===== src/rtl/mux_sync_tx.sv =====
// Source-side four-phase handshake transmitter: holds one word, raises req, waits for a
// synchronized ack high then low, and flags protocol glitches and slow handshakes.
module mux_sync_tx #(
    parameter int unsigned WIDTH       = 16,
    parameter int unsigned SYNC_STAGES = 2,
    parameter int unsigned TIMEOUT     = 1023
) (
    input  logic             clk_src,
    input  logic             rst,
    input  logic [WIDTH-1:0] data_in,
    input  logic             valid_in,
    output logic             ready_out,
    output logic [WIDTH-1:0] data_out,
    output logic             req_out,
    input  logic             ack_async,
    output logic             done_out,
    output logic [15:0]      xfer_count,
    output logic             proto_err,
    output logic             timeout_err
);

    localparam int unsigned CNT_W = 16;
    localparam logic [CNT_W-1:0] TIMEOUT_C = CNT_W'(TIMEOUT);

    typedef enum logic [1:0] {
        IDLE   = 2'd0,
        REQ_HI = 2'd1,
        ACK_LO = 2'd2
    } state_t;

    state_t                   r_state;
    logic [SYNC_STAGES-1:0]   r_sync;
    logic                     r_ack_prev;
    logic [WIDTH-1:0]         r_data;
    logic                     r_req;
    logic                     r_done;
    logic [CNT_W-1:0]         r_xfer_count;
    logic                     r_proto_err;
    logic                     r_timeout_err;
    logic [CNT_W-1:0]         r_phase;
    logic                     w_ack_s;
    logic                     w_phase_sat;

    assign w_ack_s     = r_sync[SYNC_STAGES-1];
    assign w_phase_sat = (r_phase == TIMEOUT_C);

    assign ready_out   = (r_state == IDLE);
    assign data_out    = r_data;
    assign req_out     = r_req;
    assign done_out    = r_done;
    assign xfer_count  = r_xfer_count;
    assign proto_err   = r_proto_err;
    assign timeout_err = r_timeout_err;

    // Ack synchronizer; the only consumer of ack_async.
    always_ff @(posedge clk_src) begin
        if (rst) begin
            r_sync <= '0;
        end else begin
            r_sync <= {r_sync[SYNC_STAGES-2:0], ack_async};
        end
    end

    always_ff @(posedge clk_src) begin
        if (rst) begin
            r_state       <= IDLE;
            r_ack_prev    <= 1'b0;
            r_data        <= '0;
            r_req         <= 1'b0;
            r_done        <= 1'b0;
            r_xfer_count  <= '0;
            r_proto_err   <= 1'b0;
            r_timeout_err <= 1'b0;
            r_phase       <= '0;
        end else begin
            r_done     <= 1'b0;
            r_ack_prev <= w_ack_s;
            case (r_state)
                IDLE: begin
                    if (w_ack_s) begin
                        r_proto_err <= 1'b1;
                    end
                    if (valid_in) begin
                        r_data  <= data_in;
                        r_req   <= 1'b1;
                        r_state <= REQ_HI;
                        r_phase <= '0;
                    end
                end
                REQ_HI: begin
                    // An ack that drops before we ever acted on it is a glitch.
                    if (r_ack_prev && !w_ack_s) begin
                        r_proto_err <= 1'b1;
                    end
                    if (w_ack_s) begin
                        r_req   <= 1'b0;
                        r_state <= ACK_LO;
                        r_phase <= '0;
                    end else if (!w_phase_sat) begin
                        r_phase <= r_phase + CNT_W'(1);
                        if (r_phase + CNT_W'(1) == TIMEOUT_C) begin
                            r_timeout_err <= 1'b1;
                        end
                    end
                end
                ACK_LO: begin
                    if (!w_ack_s) begin
                        r_state      <= IDLE;
                        r_done       <= 1'b1;
                        r_xfer_count <= r_xfer_count + CNT_W'(1);
                        r_phase      <= '0;
                    end else if (!w_phase_sat) begin
                        r_phase <= r_phase + CNT_W'(1);
                        if (r_phase + CNT_W'(1) == TIMEOUT_C) begin
                            r_timeout_err <= 1'b1;
                        end
                    end
                end
                default: begin
                    r_state <= IDLE;
                    r_req   <= 1'b0;
                    r_phase <= '0;
                end
            endcase
        end
    end

endmodule

===== config.mk =====
export PLATFORM = sky130hd
export DESIGN_NAME = mux_sync_tx
export DESIGN_NICKNAME = d
export VERILOG_FILES = /design/src/rtl/mux_sync_tx.sv
export SDC_FILE = /design/constraint.sdc
export NUM_CORES = 1
export LEC_CHECK = 0
export CAP_MARGIN = 25
export CORE_MARGIN = 10
export CORE_UTILIZATION = 33
export DETAILED_ROUTE_END_ITERATION = 12
export RECOVER_POWER = 25
export SETUP_SLACK_MARGIN = 0.1
export SYNTH_ARGS = -nofsm -noshare
export SYNTH_HDL_FRONTEND = slang
export SYNTH_SLANG_ARGS = --single-unit

===== constraint.sdc =====
create_clock -name clk_src -period 2.35 [get_ports clk_src]
set_clock_uncertainty 0.05 [all_clocks]
set_input_delay 0.705 -clock clk_src [delete_from_list [all_inputs] [get_ports clk_src]]
set_output_delay 0.705 -clock clk_src [all_outputs]
set_load 0.005 [all_outputs]

After elaboration in Yosys (flattened, before gate mapping)
Index checks and enable logic that the tools add are counted.

operators by class
  multiplexer cells = 21
  add/sub/neg operators = 2
  bitwise logic cells = 2
  eq/ne operators = 11
  reductions and logical operators = 12

operators with widths
  cell                                                                     number
  16-bit two-way mux                                                       4
  16-bit one-hot mux with 3 select lines                                   1
  16-bit by 1-bit adder with 16-bit output, second input constant          2
  16-bit by 10-bit equality test with 1-bit output, second input constant  2
  2-bit != test, second input constant                                     6
  3-bit AND reduction                                                      4
  1-bit two-way mux                                                        9
  2-bit two-way mux                                                        3
  2-bit one-hot mux with 3 select lines                                    1
  1-bit one-hot mux with 2 select lines                                    2
  2-bit AND reduction                                                      2
  2-bit nonzero test                                                       2
  1-bit one-hot mux with 3 select lines                                    1
  2-bit by 1-bit equality test with 1-bit output, second input constant    1
  2-bit equality test, second input constant                               1
  2-bit logical NOT                                                        1
  2-bit by 1-bit != test with 1-bit output, second input constant          1
  1-bit NOT                                                                2
  2-bit OR reduction                                                       1
  1-bit logical AND                                                        1
  1-bit logical NOT                                                        1

storage, ports and cells
  word-level logic and storage cells = 58
  register bits after elaboration = 57
  bits of input ports = 20

Longest topological paths before layout
  depth in word-level cells = 6
  gate-level depth with buffers = 9
  mapped depth without buffers = 7

Worst setup path before layout
OpenSTA, ideal clock, no wires.

  path kind = reg2reg
  from = register r_phase[0]
  to = register r_phase[11]
  arrival time = 1807 ps
  setup slack = 419 ps
  cell stages (with the launch flop) = 8
  clock period less this slack = 1931 ps
  cells stage by stage = dfxtp_1 -> ha_1 -> buf_2 -> and4_1 -> and4_4 -> a21o_1 -> or3_1 -> a31oi_1

on the way
  longest elaborated chain between the ends = 4
  elaborated cells on any way between the ends = 6
  classes of those cells = add/sub: 1; eq/ne: 1; mux: 4

ends and longest elaborated chain
  item                                                                                                                 RTL line      RTL
  start: declaration                                                                                                   40            logic [CNT_W-1:0] r_phase;
  start signal: assignment                                                                                             100           r_phase <= r_phase + CNT_W'(1);
  start signal: assignment                                                                                             113           r_phase <= r_phase + CNT_W'(1);
  16-bit by 1-bit adder with 16-bit output / 16-bit by 10-bit equality test with 1-bit output (equally long branches)  100, 113, 45
  16-bit two-way mux *                                                                                                 99, 112
  16-bit two-way mux (on tied branches)                                                                                107, 95
  16-bit one-hot mux with 3 select lines *                                                                             78            case (r_state)

Every way passes the cells marked *; elsewhere a longest branch is shown, timed or not.
A chain may end at the register's enable or synchronous reset.

Final worst setup path
  from = register r_xfer_count[10], in the netlist xfer_count[10]
  to = output xfer_count[10]

RTL lines
  item                      RTL line  RTL
  start: declaration        37        logic [CNT_W-1:0] r_xfer_count;
  start signal: assignment  110       r_xfer_count <= r_xfer_count + CNT_W'(1);
  end: declaration          17        output logic [15:0] xfer_count,

No word-level cell between the ends.

==> flow_summary.html <==
<table>
<tr><th>Metric</th><th>Value</th></tr>
<tr><th colspan="2">Logic synthesis</th></tr>
<tr><td>Sequential share of the synthesized area</td><td>41.2%</td></tr>
<tr><td>Mean instance size in the synthesized netlist</td><td>8.37 sq um</td></tr>
<tr><td>Total nets after synthesis</td><td>357</td></tr>
<tr><td>Yosys top cell by area</td><td>sky130_fd_sc_hd__dfxtp_1</td></tr>
<tr><td>Number of synthesized flops with an enable pin</td><td>0</td></tr>
<tr><td>Count of synthesis-stage warnings from yosys</td><td>0</td></tr>
<tr><td>Dominant register cell in the synthesized netlist</td><td>sky130_fd_sc_hd__dfxtp_1</td></tr>
<tr><td>Async S/R FF share, synth</td><td>0%</td></tr>
<tr><td>Number of instances in the synthesized netlist</td><td>331</td></tr>
<tr><td>Largest cells by area after synthesis</td><td>sky130_fd_sc_hd__dfxtp_1 41%, sky130_fd_sc_hd__nand2_1 7.3%, sky130_fd_sc_hd__a21oi_1 6.1%</td></tr>
<tr><td>Count of cell types in the netlist</td><td>52</td></tr>
<tr><td>Netlist area before placement</td><td>2770 sq um</td></tr>
<tr><td>Fraction of post-synthesis cell area in the top cell type by area</td><td>41.2%</td></tr>
<tr><td>Number of synthesized register bits</td><td>57</td></tr>
<tr><th colspan="2">Timing</th></tr>
<tr><td>Max-Slew Margin vs Limit</td><td>31.1%</td></tr>
<tr><td>Final critical-path share of the clock period</td><td>91.4%</td></tr>
<tr><td>Setup repair after global routing missed its margin</td><td>true</td></tr>
<tr><td>Setup TNS</td><td>0 ns</td></tr>
<tr><td>Highest Clock Rate</td><td>466 MHz</td></tr>
<tr><td>Total setup violations reported at the end of the flow</td><td>0</td></tr>
<tr><td>Transition time at the pin with the least slew margin</td><td>1.03 ns</td></tr>
<tr><td>Final max-slew violation count</td><td>0</td></tr>
<tr><td>Final-report hold violation count</td><td>0</td></tr>
<tr><td>Clock period minus final worst setup slack</td><td>2.15 ns</td></tr>
<tr><th colspan="2">Setup path</th></tr>
<tr><td>Crit-path cells</td><td>clkdlybuf4s50_1</td></tr>
<tr><td>Worst path bufs/invs</td><td>1</td></tr>
<tr><td>Capturing element type of the critical path</td><td>output pin</td></tr>
<tr><td>Arr. time, crit path</td><td>1.39 ns</td></tr>
<tr><td>Crit path max-delay cell type</td><td>sky130_fd_sc_hd__clkdlybuf4s50_1</td></tr>
<tr><td>Crit-path max cell delay</td><td>0.57 ns</td></tr>
<tr><td>Required time worst endpoint</td><td>1.59 ns</td></tr>
<tr><td>Critical path peak fanout</td><td>6</td></tr>
<tr><td>Crit path launch type</td><td>flip-flop</td></tr>
<tr><td>Type of the worst setup path</td><td>reg2out</td></tr>
<tr><td>Flop2flop setup slack</td><td>0.25 ns</td></tr>
<tr><td>Cell class contributing the biggest share of worst-path delay</td><td>buffers and inverters</td></tr>
<tr><th colspan="2">Flow run</th></tr>
<tr><td>Count of maximum capacitance violations</td><td>0</td></tr>
<tr><th colspan="2">Pwr</th></tr>
<tr><td>Static leakage power</td><td>1.29 nW</td></tr>
<tr><td>Maximum ir drop on the vdd rail</td><td>0.284 mV</td></tr>
<tr><td>Power density cells</td><td>637 nW/um^2</td></tr>
<tr><th colspan="2">Die</th></tr>
<tr><td>Placeable core area</td><td>8180 sq um</td></tr>
<tr><td>Num ports</td><td>57</td></tr>
<tr><td>Placement Rows</td><td>33</td></tr>
<tr><td>Starting density of the core</td><td>33.9%</td></tr>
<tr><td>Die footprint</td><td>12500 sq um</td></tr>
<tr><td>Die extent in y</td><td>112 microns</td></tr>
<tr><td>Die span in x</td><td>112 microns</td></tr>
<tr><th colspan="2">Clock tree</th></tr>
<tr><td>Number of gates resized after CTS</td><td>0</td></tr>
<tr><td>Number of buffers inserted by post-CTS setup repair</td><td>0</td></tr>
<tr><td>H-Tree Depth</td><td>3</td></tr>
<tr><td>Clock tree from TritonCTS</td><td>done</td></tr>
<tr><td>Clock latency at the later pin of the worst-skew pair</td><td>0.34 ns</td></tr>
<tr><td>Post-CTS clock slew at the launch and capture registers of the worst setup and hold paths</td><td>0.07 ns</td></tr>
<tr><td>Total clock sinks</td><td>57</td></tr>
<tr><td>CTS Hold Bufs</td><td>0</td></tr>
<tr><td>CTS Buf Count</td><td>9</td></tr>
<tr><td>Clock Tree Root</td><td>sky130_fd_sc_hd__clkbuf_8</td></tr>
<tr><td>Max clock buf depth</td><td>2</td></tr>
<tr><th colspan="2">Layout</th></tr>
<tr><td>Ratio of cells with drive above 1 in the final layout</td><td>10.2%</td></tr>
<tr><td>Synthesis-to-layout area growth</td><td>35.3%</td></tr>
<tr><td>Count of inserted antenna diode cells</td><td>0</td></tr>
<tr><td>Most frequent cells in the layout</td><td>57 x sky130_fd_sc_hd__dfxtp_1, 54 x sky130_fd_sc_hd__nand2_1, 53 x sky130_fd_sc_hd__clkdlybuf4s50_1</td></tr>
<tr><td>Number of inserted filler cells in the final layout</td><td>819</td></tr>
<tr><td>Non-filler cells in the finished layout</td><td>508</td></tr>
<tr><td>Commonest non-fill, non-tap cell in the layout</td><td>sky130_fd_sc_hd__dfxtp_1</td></tr>
<tr><td>NumNets Final</td><td>424</td></tr>
<tr><th colspan="2">GRT</th></tr>
<tr><td>Pin count of the biggest net entering global routing</td><td>50</td></tr>
<tr><td>Overall fraction of global-route tracks in use</td><td>11.2%</td></tr>
<tr><td>Initial antenna violation count</td><td>0</td></tr>
<tr><td>Global-route wire length before repair</td><td>12.0 mm</td></tr>
<tr><td>Via count of the first global-routing pass</td><td>2473</td></tr>
<tr><td>GR Overflow Total</td><td>0</td></tr>
<tr><th colspan="2">Routing</th></tr>
<tr><td>Via count</td><td>2544</td></tr>
<tr><td>Antenna-violating nets left</td><td>0</td></tr>
<tr><td>Routed Wire Length</td><td>7.06 mm</td></tr>
<tr><td>Routed WL per cell</td><td>13.9 microns</td></tr>
<tr><td>Count of routing violations after the opening detailed-route iteration</td><td>104</td></tr>
<tr><td>DRC errors left</td><td>0</td></tr>
<tr><td>Number of vias per cell</td><td>5.01</td></tr>
<tr><td>Detailed-routing iteration count for the pre-antenna-repair pass</td><td>4</td></tr>
<tr><th colspan="2">Outcome</th></tr>
<tr><td>Result of the run</td><td>finished clean</td></tr>
<tr><th colspan="2">Place</th></tr>
<tr><td>Total half-perimeter wirelength after legalization and detailed placement</td><td>5.10 mm</td></tr>
<tr><td>Number of placed instances with taps included</td><td>492</td></tr>
<tr><td>Port bufs</td><td>56</td></tr>
<tr><td>Gp weighted congestion</td><td>0.851</td></tr>
<tr><th colspan="2">Min path</th></tr>
<tr><td>Class of the tightest hold or removal check</td><td>reg2reg</td></tr>
</table>
[flip-flops by register name (all words and copies together), names as in the netlist]
| signal | flops |
|---|---|
| r_sync | 2 |
| req_out | 1 |
| timeout_err | 1 |
| r_state | 2 |
| xfer_count | 16 |
| proto_err | 1 |
| done_out | 1 |
| r_ack_prev | 1 |
| r_phase | 16 |
| data_out | 16 |
[cell type report]
class                   instances  area, sq um  share of cell area, %
clock inverters                 5          103                   2.74
well taps                     105          131                   3.51
inverters                       9         33.8                  0.902
multi-input cells             248         1530                   40.7
flip-flops and latches         57         1140                   30.5
clock buffers                  11          141                   3.77
repair buffers                 73          671                   17.9
[logic make-up (layout without fill, tap and decap cells)]
| kind of cell | count (synthesis) | in the layout | synth area share (%) |
|---|---|---|---|
| DFF | 57 | 57 | 41.2 |
| and+or+nand+nor | 154 | 154 | 28.6 |
| buffers and inverters | 26 | 98 | 4.06 |
| xor gates and xnor gates | 20 | 20 | 6.32 |
| adders and majority gates | 6 | 6 | 2.71 |
| muxes | 3 | 3 | 1.13 |
| AOI/OAI and AO/OA | 65 | 65 | 16.0 |
[where the power goes]
| group | switching, W | internal, W | leakage (nW) |
|---|---|---|---|
| registers | 0.0000182 | 0.000996 | 0.463 |
| logic | 0.000118 | 0.000123 | 0.704 |
| clock network | 0.000400 | 0.000732 | 0.120 |
[per-layer routing]
metal	up-vias	track usage [%]	wire, microns
met5	-	0	0
met4	0	3.43	71
met3	10	3.81	439
met2	58	17.8	3210
met1	1170	13.8	3330
li1	1306	-	-
[final timing paths]
path / endpoint / cells past startpoint / start
hold reg to reg: r_sync[1] / 1 / r_sync[0]
hold / removal: r_sync[1] / 1 / r_sync[0]
setup reg to reg: r_phase[9] / 7 / r_phase[0]
setup / recovery: xfer_count[10] / 1 / xfer_count[10]
[per-stage QoR]
stage	util (%)	power (W)	setup WS [ns]	hold WS [ns]	instance area [sq um]
floorplan	-	0.00115	0.419	0.364	2770
global placement	42.9	0.00128	0.0796	0.373	3510
detailed placement	42.9	0.00128	0.0714	0.376	3510
CTS	45.9	0.00243	0.105	0.382	3750
global route	45.8	0.00249	0.0599	0.406	3750
finish	45.8	0.00239	0.202	0.382	3750
[synth_stat cells, drive strengths merged (2+ instances only)]
cell     count
nor2        29
nor2b        6
nand4       10
nor3         8
a21o         2
a21oi       35
o31ai        5
and2         3
mux2i        2
nand4b       3
or3          5
nand2       55
and3         3
xnor2        6
ha           6
a31oi        5
dfxtp       57
clkbuf      11
or4          3
inv          9
xor2        14
a211oi       3
and4         7
buf          6
nand3       17
o21ai        4
a2111oi      3
No activity file was read; power rests on OpenSTA's default activity.
